==> config.mk <==
export PLATFORM = sky130hd
export DESIGN_NAME = sync_fifo_thr
export DESIGN_NICKNAME = d
export VERILOG_FILES = /design/src/rtl/sync_fifo_thr.sv
export SDC_FILE = /design/constraint.sdc
export NUM_CORES = 1
export LEC_CHECK = 0
export CAP_MARGIN = 20
export CORE_UTILIZATION = 51
export DETAILED_ROUTE_END_ITERATION = 12
export GPL_ROUTABILITY_DRIVEN = 1
export PLACE_DENSITY = 0.75
export SYNTH_ARGS = -nofsm -noshare
export SYNTH_HDL_FRONTEND = slang
export SYNTH_SLANG_ARGS = --single-unit
export TNS_END_PERCENT = 1
==> constraint.sdc <==
create_clock -name clk -period 2.6 [get_ports clk]
set_input_delay 0.78 -clock clk [delete_from_list [all_inputs] [get_ports clk]]
set_output_delay 0.78 -clock clk [all_outputs]
set_load 0.05 [all_outputs]
==> src/rtl/sync_fifo_thr.sv <==
// Synchronous FIFO with occupancy thresholds and sticky error flags.
// Define SYNC_FIFO_FWFT_EN for first-word fall-through read data.
module sync_fifo_thr #(
  parameter int N        = 8,
  parameter int DEEP     = 3,
  parameter int AF_LEVEL = 6,
  parameter int AE_LEVEL = 2
) (
  input  logic          clk,
  input  logic          arst,
  input  logic [N-1:0]  data_in,
  input  logic          w_en,
  input  logic          r_en,
  input  logic          clr_err,
  output logic [N-1:0]  data_o,
  output logic          Full,
  output logic          Empty,
  output logic          almost_full,
  output logic          almost_empty,
  output logic [DEEP:0] count,
  output logic          overflow,
  output logic          underflow
);

  localparam int DEPTH = 1 << DEEP;

  localparam logic [DEEP:0] AF  = (DEEP+1)'(AF_LEVEL);
  localparam logic [DEEP:0] AE  = (DEEP+1)'(AE_LEVEL);
  localparam logic [DEEP:0] ONE = (DEEP+1)'(1);

  logic [N-1:0]  mem [DEPTH];
  logic [DEEP:0] wptr;
  logic [DEEP:0] rptr;
  logic          push;
  logic          pop;

  // Wrap bit distinguishes full from empty when addresses coincide.
  assign Full  = (wptr[DEEP-1:0] == rptr[DEEP-1:0]) &&
                 (wptr[DEEP] != rptr[DEEP]);
  assign Empty = (wptr == rptr);

  assign push = w_en && !Full;
  assign pop  = r_en && !Empty;

  assign almost_full  = (count >= AF);
  assign almost_empty = (count <= AE);

  // Storage array; intentionally left unreset.
  always_ff @(posedge clk) begin
    if (push) begin
      mem[wptr[DEEP-1:0]] <= data_in;
    end
  end

  // Pointer and occupancy bookkeeping.
  always_ff @(posedge clk or negedge arst) begin
    if (!arst) begin
      wptr  <= '0;
      rptr  <= '0;
      count <= '0;
    end else begin
      if (push) wptr <= wptr + ONE;
      if (pop)  rptr <= rptr + ONE;
      unique case ({push, pop})
        2'b10:   count <= count + ONE;
        2'b01:   count <= count - ONE;
        default: count <= count;
      endcase
    end
  end

  // Sticky error flags; a new offence wins over a clear.
  always_ff @(posedge clk or negedge arst) begin
    if (!arst) begin
      overflow  <= 1'b0;
      underflow <= 1'b0;
    end else begin
      if (w_en && Full)  overflow <= 1'b1;
      else if (clr_err)  overflow <= 1'b0;
      if (r_en && Empty) underflow <= 1'b1;
      else if (clr_err)  underflow <= 1'b0;
    end
  end

`ifdef SYNC_FIFO_FWFT_EN
  // Head word falls through; meaningless while Empty.
  assign data_o = mem[rptr[DEEP-1:0]];
`else
  // Head word captured on pop, held otherwise.
  always_ff @(posedge clk or negedge arst) begin
    if (!arst) begin
      data_o <= '0;
    end else if (pop) begin
      data_o <= mem[rptr[DEEP-1:0]];
    end
  end
`endif

endmodule
==> run_results.csv, run 1 <==
group,metric,value,unit
global_route,grt_pass1_wl,9.72,mm
timing,relSlewSlack,0.665,
setup_path,reg2reg_slack,0.29,ns
clock_tree,cts_root_buf,"clkbuf_8",
timing,fin_crit,2.54,ns
routing,postRouteAntennaNets,0,
worst_hold_path,hold_end,"data_o[3]",
place,hpwlAfterDp,3.96,mm
cells_and_area,final_cell_mix,"64 x edfxtp_1, 26 x clkdlybuf4s50_1, 23 x buf_4",
setup_path,r2r-start,"wptr[0]",
floorplan,die_x,85.3,um
routing,first_pass_iters,4,
yosys,synthDistinctLibCells,37,
routing,drt_iter0_drc,94,
yosys,avgSynthCellArea,17.8,sq um
cells_and_area,nNetsFinal,271,
timing,slew_viol_final,0,
cells_and_area,fill_cells,458,
routing,wl,6.10,mm
timing,hold_viol_final,0,
routing,drc,0,
setup_path,critPathKind,"register to output pin",
timing,timing.final.crit_share,0.978,
cells_and_area,drive_gt1_frac,0.271,
clock_tree,postCtsHoldBufs,0,
yosys,yosysSeqAreaShare,0.698,
timing,worst_pin_slew,0.501,ns
timing,fmax,393,MHz
global_route,grt_usage,0.187,
floorplan,die-area,7280,sq um
timing,hold_ws,0.484,ns
floorplan,die_h,85.3,um
yosys,synthCells,199,
floorplan,start_util,0.542,
place,dp_cells,319,
place,place_area,4080,sq um
worst_hold_path,min_path_type,"register to register",
cells_and_area,multi_input_area,1030,sq um
cells_and_area,area_delta_synth_final,22.9,%
global_route,grt_max_degree,23,
clock_tree,max-clock-path-buffers,2,
setup_path,end_kind,"output pin",
global_route,grt_pass1_vias,1833,
power,vdd_drop_max,0.649,mV
clock_tree,clk-insertion-delay-late,0.35,ns
cells_and_area,finalNonFillerCells,335,
global_route,antenna_found_initial,0,
worst_hold_path,hold_start,"data_o[3]",
cells_and_area,final_common_cell,"edfxtp_1",
routing,avgViaCountPerCell,5.55,
setup_path,rr_endpoint,"count[2]",
yosys,synth_nets,217,
timing,finalSetupViolations,0,
yosys,syn_area,3540,sq um
floorplan,rows,29,
clock_tree,htree_levels,3,
timing,rsz0062_at_grt,"no",
timing,fin_setup_tns,0,ns
clock_tree,clk_pin_slew_worst_paths,0.09,ns
floorplan,fp.coreArea,6530,sq um
setup_path,cp.arrival,1.76,ns
timing,finClkSkew,0.00928,ns
place,port_buffers,30,
clock_tree,cts_sinks,86,
worst_hold_path,holdPathStages,2,
place,gp_congestion,0.754,
floorplan,io_pins,31,
yosys,synth-seq-cells,86,
power,total_power,5600,uW
run,drv.max_cap_violation_count,0,
power,power.density,1290,nW/um^2
cells_and_area,n_antenna_cell,0,
routing,vias,1858,
setup_path,rr_worst_depth,10,
yosys,synth-warning-count,0,
setup_path,path_max_fanout,4,
setup_path,required,1.82,ns
clock_tree,cts_buffers,9,
cells_and_area,fin_area,4350,sq um
cells_and_area,regArea,2470,sq um
setup_path,cp-start-kind,"register",
power,p_leak,0.00161,uW
routing,wl_per_cell,18.2,um
clock_tree,cts_setup_buffers,0,
global_route,overflow,0,
status,status,"completed",
clock_tree,cts_tree,"done",
## worst max-delay path by stage
stage            start  slack (ns)  endpoint
2_1_floorplan  rptr[1]        0.01     Empty
3_3_place_gp      w_en       0.002  count[2]
3_5_place_dp      w_en       -0.02  count[2]
4_1_cts        wptr[0]       0.002      Full
5_1_grt        wptr[0]       0.001     Empty
6_report       wptr[0]        0.06     Empty
## report_power, final
group	internal [uW]	total [uW]	switching [uW]
clock	669	1140	474
combinational	1020	2400	1380
sequential	1820	2060	235
## through the flow
step / utilization / setup slack (ns)
global route: 0.666 / 0.00104
global placement: 0.625 / 0.00186
floorplan: - / 0.0108
CTS: 0.664 / 0.00159
detailed placement: 0.625 / -0.0246
finish: 0.666 / 0.0563
## metal layers
metal  wire, um  track usage  vias to the layer above
met5          0            0                        -
met1       2750        0.260                      941
li1           -            -                      864
met3        263       0.0467                        8
met4         80       0.0636                        0
met2       3010        0.294                       45
## flip-flops by register name (all words and copies together) (netlist names)
| register | flops |
|---|---|
| count | 4 |
| data_o | 8 |
| mem | 64 |
| overflow | 1 |
| rptr | 4 |
| underflow | 1 |
| wptr | 4 |
## what timing repair did
action / CTS / global route
pin swaps: 0 / 0
endpoints found under the setup margin: 3 / 2
gates resized for setup: 5 / 3
## cells by family after synthesis
| kind of cell | share of synthesized area |
|---|---|
| xor+xnor | 0.0414 |
| compound gates | 0.0396 |
| buf+inv | 0.0201 |
| flops | 0.698 |
| simple gates | 0.0477 |
| fa+ha+maj | 0.0177 |
| mux | 0.135 |
## cells in the mapped netlist
| master | instances | share of area |
|---|---|---|
| clkbuf_1 | 2 | 0.0021 |
| dfrtp_1 | 22 | 0.16 |
| mux2i_1 | 8 | 0.023 |
| buf_2 | 2 | 0.0028 |
| nor2_1 | 11 | 0.012 |
| a21oi_1 | 2 | 0.0028 |
| mux2_1 | 1 | 0.0032 |
| o41ai_2 | 1 | 0.0046 |
| mux2_2 | 1 | 0.0032 |
| a22o_1 | 2 | 0.0049 |
| a21o_1 | 1 | 0.0021 |
| edfxtp_1 | 64 | 0.54 |
| a211oi_1 | 1 | 0.0021 |
| xor2_2 | 2 | 0.0092 |
| nor3_1 | 2 | 0.0028 |
| nand4b_1 | 1 | 0.0025 |
| o41ai_4 | 1 | 0.0078 |
| nand3_1 | 1 | 0.0014 |
| nand4bb_1 | 1 | 0.0032 |
| buf_4 | 4 | 0.0085 |
| ha_1 | 5 | 0.018 |
| or2_1 | 1 | 0.0018 |
| xor2_1 | 10 | 0.025 |
| nand3b_1 | 1 | 0.0021 |
| or3_1 | 1 | 0.0018 |
| xnor2_1 | 3 | 0.0074 |
| clkbuf_2 | 1 | 0.0014 |
| nand2_1 | 11 | 0.012 |
| o21ai_0 | 6 | 0.0085 |
| o21ai_1 | 3 | 0.0042 |
| o22a_1 | 1 | 0.0025 |
| mux2_4 | 1 | 0.0042 |
| nand2b_2 | 1 | 0.0025 |
| nand2b_1 | 2 | 0.0035 |
| inv_1 | 5 | 0.0053 |
| nor3_2 | 1 | 0.0028 |
| mux4_2 | 16 | 0.10 |
## layout make-up
| class | instances | area share |
|---|---|---|
| Inverter | 5 | 0.00431 |
| Timing Repair Buffer | 52 | 0.111 |
| Multi-Input combinational cell | 99 | 0.237 |
| Tap cell | 77 | 0.0221 |
| Clock buffer | 11 | 0.0325 |
| Clock inverter | 5 | 0.0244 |
| Sequential cell | 86 | 0.569 |
## critical path, cell delays in order (launching register included)
cell and delay, ns:
dfrtp_1 0.45, xor2_2 0.24, or3_4 0.45, nor2_4 0.13, buf_12 0.14
Power figures use the tool's default switching activity.
==> run 2, diff against run 1 <==
Settings changed: RECOVER_POWER from default to 25.
==> run 2 against run 1 <==
Effect of this change:
- setup slack about the same
- fmax about the same
- sequential power about the same
- clock-buffer cell count unchanged
- die area unchanged
- flip-flop and latch count unchanged
- clock skew about the same
- global-route usage unchanged
- clock power about the same
- sequential share of layout area about the same
- critical path type unchanged
- largest power group unchanged
- highest routed layer unchanged
==> run_results.csv, run 2 (same netlist as run 1, synthesis figures left out) <==
group,metric,value,unit
worst_hold_path,min_path_type,"register to register",
floorplan,rows,29,
floorplan,io_pins,31,
floorplan,start_util,0.542,
clock_tree,cts_sinks,86,
clock_tree,postCtsHoldBufs,0,
routing,drc,0,
floorplan,fp.coreArea,6530,sq um
power,power.density,1290,nW/um^2
floorplan,die_x,85.3,um
setup_path,cp-start-kind,"register",
place,hpwlAfterDp,3.96,mm
place,port_buffers,30,
routing,m1WireLength,2.74,mm
timing,timing.final.crit_share,0.978,
cells_and_area,finalNonFillerCells,335,
global_route,grt_pass1_vias,1833,
timing,hold_ws,0.484,ns
clock_tree,clk_pin_slew_worst_paths,0.09,ns
clock_tree,cts_resized,5,
cells_and_area,area_delta_synth_final,22.8,%
cells_and_area,n_antenna_cell,0,
run,drv.max_cap_violation_count,0,
setup_path,cp_top_family,"simple AND/OR/NAND/NOR gates",
place,pre_cts_slack,-0.0246,ns
routing,postRouteAntennaNets,0,
clock_tree,htree_levels,3,
routing,wl_per_cell,18.2,um
routing,vias,1859,
setup_path,cp.arrival,1.76,ns
cells_and_area,final_common_cell,"edfxtp_1",
floorplan,die-area,7280,sq um
global_route,grt_pass1_wl,9.72,mm
routing,dr_wl_met3,262,um
timing,worst_pin_slew,1.31,ns
setup_path,cpPeakStageDelay,0.45,ns
timing,fmax,393,MHz
timing,fin_crit,2.54,ns
global_route,overflow,0,
power,total_power,5600,uW
timing,rsz0062_at_grt,"no",
timing,relSlewSlack,0.125,
timing,hold_viol_final,0,
global_route,antenna_found_initial,0,
setup_path,slowest_stage,"dfrtp_1",
clock_tree,cts_buffers,9,
routing,first_pass_iters,4,
timing,finClkSkew,0.00920,ns
routing,drt_iter0_drc,94,
power,p_leak,0.00161,uW
clock_tree,max-clock-path-buffers,2,
place,gp_congestion,0.754,
floorplan,die_h,85.3,um
clock_tree,cts_tree,"done",
timing,layout_setup_ws,0.0564,ns
routing,highest_layer,"met4",
clock_tree,cts_setup_buffers,0,
cells_and_area,final_cell_mix,"64 x edfxtp_1, 22 x buf_4, 21 x clkdlybuf4s50_1",
cells_and_area,nNetsFinal,271,
routing,wl,6.10,mm
cells_and_area,largest_register_ffs,64,
clock_tree,clk-insertion-delay-late,0.35,ns
setup_path,path_max_fanout,4,
timing,finalSetupViolations,0,
setup_path,cp_num_buf_inv,1,
power,vdd_drop_max,0.649,mV
status,status,"completed",
place,place_area,4080,sq um
setup_path,crit_chain,"xor2_2, or3_4, nor2_4, buf_12",
cells_and_area,fin_area,4350,sq um
global_route,grt_max_degree,23,
setup_path,end_kind,"output pin",
clock_tree,cts_root_buf,"clkbuf_8",
setup_path,critPathKind,"register to output pin",
cells_and_area,drive_gt1_frac,0.267,
timing,slew_viol_final,0,
global_route,grt_usage,0.187,
routing,avgViaCountPerCell,5.55,
setup_path,required,1.82,ns
place,dp_cells,319,
routing,wl_met2,3.01,mm
## run 2: routing by layer
metal | track usage | up-vias
li1 | - | 864
met1 | 0.260 | 942
met2 | 0.294 | 45
met3 | 0.0467 | 8
met4 | 0.0636 | 0
met5 | 0 | -
## run 2: path summary, 6_finish.rpt
path	start	to	slack (ns)	depth (start not counted)
max in group asynchronous	arst	wptr[2]	0.51	2
hold reg to reg	data_o[3]	data_o[3]	0.48	2
hold / removal	data_o[3]	data_o[3]	0.48	2
setup reg to reg	wptr[0]	count[2]	0.29	10
setup / recovery	wptr[0]	Empty	0.06	4
min in group asynchronous	arst	count[3]	1.23	2
## run 2: where the power goes
part / switching (uW) / internal (uW)
clock: 474 / 669
sequential: 235 / 1820
combinational: 1380 / 1010
total: 2090 / 3510
## run 2: worst min-delay path, stage by stage, from the launching register on
cell and delay, ns:
dfrtp_1 0.35, nand2_1 0.04, o21ai_0 0.06
## run 2: stage by stage
step                setup TNS, ns   util
finish                          0  0.666
floorplan                       0      -
detailed placement        -0.0246  0.625
global placement                0  0.625
global route                    0  0.666
CTS                             0  0.664
## run 2: cell type report
cell class / count / area (sq um)
well taps: 77 / 96.3
multi-input cells: 99 / 1030
clock inverters: 5 / 106
fillers: 460 / 2180
flip-flops and latches: 86 / 2470
inverters: 5 / 18.8
repair buffers: 52 / 478
clock buffers: 11 / 141
==> run 3, diff against run 2 <==
Settings changed: REMOVE_ABC_BUFFERS from default to 1.
==> run 3 against run 2 <==
Effect of this change:
- clock power fell by 25%
- core utilization fell by 0.77 points
- worst hold slack got worse by 0.0030 ns
- cell count did not move
- sequential share of layout area rose by 0.66 points
- routed wire length rose by 3.8%
- power fell by 3.9%
- sequential power barely moved
- critical path type unchanged
- critical endpoint unchanged
- largest power group unchanged
==> run_results.csv, run 3 (same netlist as run 1, synthesis figures left out) <==
group,metric,value,unit
timing,rsz0062_at_grt,"yes",
timing,fin_crit,2.56,ns
setup_path,crit_chain,"xor2_2, or3_4, nor2_4, buf_12",
clock_tree,htree_levels,3,
global_route,grt_usage,0.196,
clock_tree,cts_buffers,9,
cells_and_area,multi_input_area,1050,sq um
floorplan,io_pins,31,
place,place_area,4080,sq um
cells_and_area,final_cell_mix,"64 x edfxtp_1, 22 x buf_4, 21 x clkdlybuf4s50_1",
place,port_buffers,30,
place,gp_congestion,0.758,
cells_and_area,fill_cells,453,
worst_hold_path,min_path_type,"register to register",
floorplan,start_util,0.542,
routing,avgViaCountPerCell,5.53,
cells_and_area,regArea,2470,sq um
power,total_power,5380,uW
floorplan,die-area,7280,sq um
setup_path,slowest_stage,"dfrtp_2",
global_route,overflow,0,
cells_and_area,n_antenna_cell,0,
timing,relSlewSlack,0.123,
power,power.density,1250,nW/um^2
power,vdd_drop_max,0.568,mV
global_route,antenna_found_initial,0,
status,status,"completed",
floorplan,die_h,85.3,um
routing,vias,1853,
cells_and_area,postLayoutCoreUtil,0.658,
power,p_seq_frac,0.385,
clock_tree,cts_tree,"done",
cells_and_area,final_common_cell,"edfxtp_1",
routing,drc,0,
clock_tree,cts_setup_buffers,0,
power,p_comb_frac,0.457,
power,clock_power_share,0.158,
floorplan,die_x,85.3,um
global_route,grt_pass1_wl,10.2,mm
floorplan,fp.coreArea,6530,sq um
timing,fin_setup_tns,0,ns
clock_tree,clk-insertion-delay-late,0.36,ns
setup_path,cp-start-kind,"register",
global_route,grt_pass1_vias,1923,
routing,drt_iter0_drc,168,
cells_and_area,largest_register_ffs,64,
setup_path,cpPeakStageDelay,0.49,ns
routing,wl_per_cell,18.9,um
clock_tree,clk_pin_slew_worst_paths,0.09,ns
clock_tree,cts_root_buf,"clkbuf_8",
power,netSwitchingPower,2160,uW
timing,slew_viol_final,0,
setup_path,path_max_fanout,8,
timing,hold_viol_final,0,
clock_tree,max-clock-path-buffers,2,
power,p_leak,0.00159,uW
routing,first_pass_iters,6,
setup_path,cp.arrival,1.78,ns
power,sw_frac_of_total,0.402,
place,hpwlAfterDp,4.28,mm
global_route,grt_max_degree,23,
timing,fmax,391,MHz
setup_path,critPathKind,"register to output pin",
setup_path,required,1.82,ns
cells_and_area,nNetsFinal,271,
power,internal-power,3220,uW
cells_and_area,fin_area,4300,sq um
timing,worst_pin_slew,1.32,ns
setup_path,reg2reg_slack,0.26,ns
timing,hold_ws,0.481,ns
routing,wl,6.33,mm
timing,finClkSkew,0.0129,ns
cells_and_area,area_delta_synth_final,21.4,%
cells_and_area,drive_gt1_frac,0.267,
timing,finalSetupViolations,0,
setup_path,end_kind,"output pin",
floorplan,rows,29,
run,drv.max_cap_violation_count,0,
routing,postRouteAntennaNets,0,
timing,timing.final.crit_share,0.985,
clock_tree,cts_sinks,86,
-- run 3: worst paths after layout --
kind | from | to | depth (start not counted)
setup / recovery | wptr[1] | Empty | 4
hold / removal | data_o[3] | data_o[3] | 2
setup reg to reg | rptr[3] | count[2] | 10
hold reg to reg | data_o[3] | data_o[3] | 2
max in group asynchronous | arst | wptr[0] | 2
min in group asynchronous | arst | count[3] | 2
-- run 3: worst max-delay path, delay by kind of cell (launching register included) --
family,cells,cell delay (ns)
simple gates,2,0.57
flops,1,0.49
xor+xnor,1,0.21
buf+inv,1,0.15
-- run 3: layout make-up --
type / instances / area share
clock buffer: 9 / 0.0288
sequential: 86 / 0.576
clock inverter: 7 / 0.0131
tap: 77 / 0.0224
multi-input combinational: 99 / 0.243
timing repair buffer: 52 / 0.112
inverter: 5 / 0.00437
-- run 3: per-stage QoR --
stage	setup slack (ns)	instances
2_1_floorplan	-1.09	190
3_3_place_gp	-0.00146	319
3_5_place_dp	-0.0189	319
4_1_cts	-0.0126	335
5_1_grt	-0.0332	335
6_report	0.0398	335
-- run 3: per-layer routing --
| metal | vias to the layer above | part of all wire | GRT usage |
|---|---|---|---|
| li1 | 864 | - | - |
| met1 | 931 | 0.43 | 0.256 |
| met2 | 48 | 0.51 | 0.325 |
| met3 | 10 | 0.042 | 0.0486 |
| met4 | 0 | 0.018 | 0.0697 |
| met5 | - | 0 | 0 |
-- run 3: power by group through the flow --
stage	clock, uW	sequential (uW)	combinational (uW)
after CTS	864	2060	2430
after global placement	0	2060	2350
after detailed placement	0	2080	2400
after global routing	925	2110	2630
final	852	2070	2460
after floorplan	0	2540	1100
-- run 3: timing repair --
action,CTS,global route
setup endpoints to repair,2,3
gates resized for setup,4,6
hold buffers,0,0
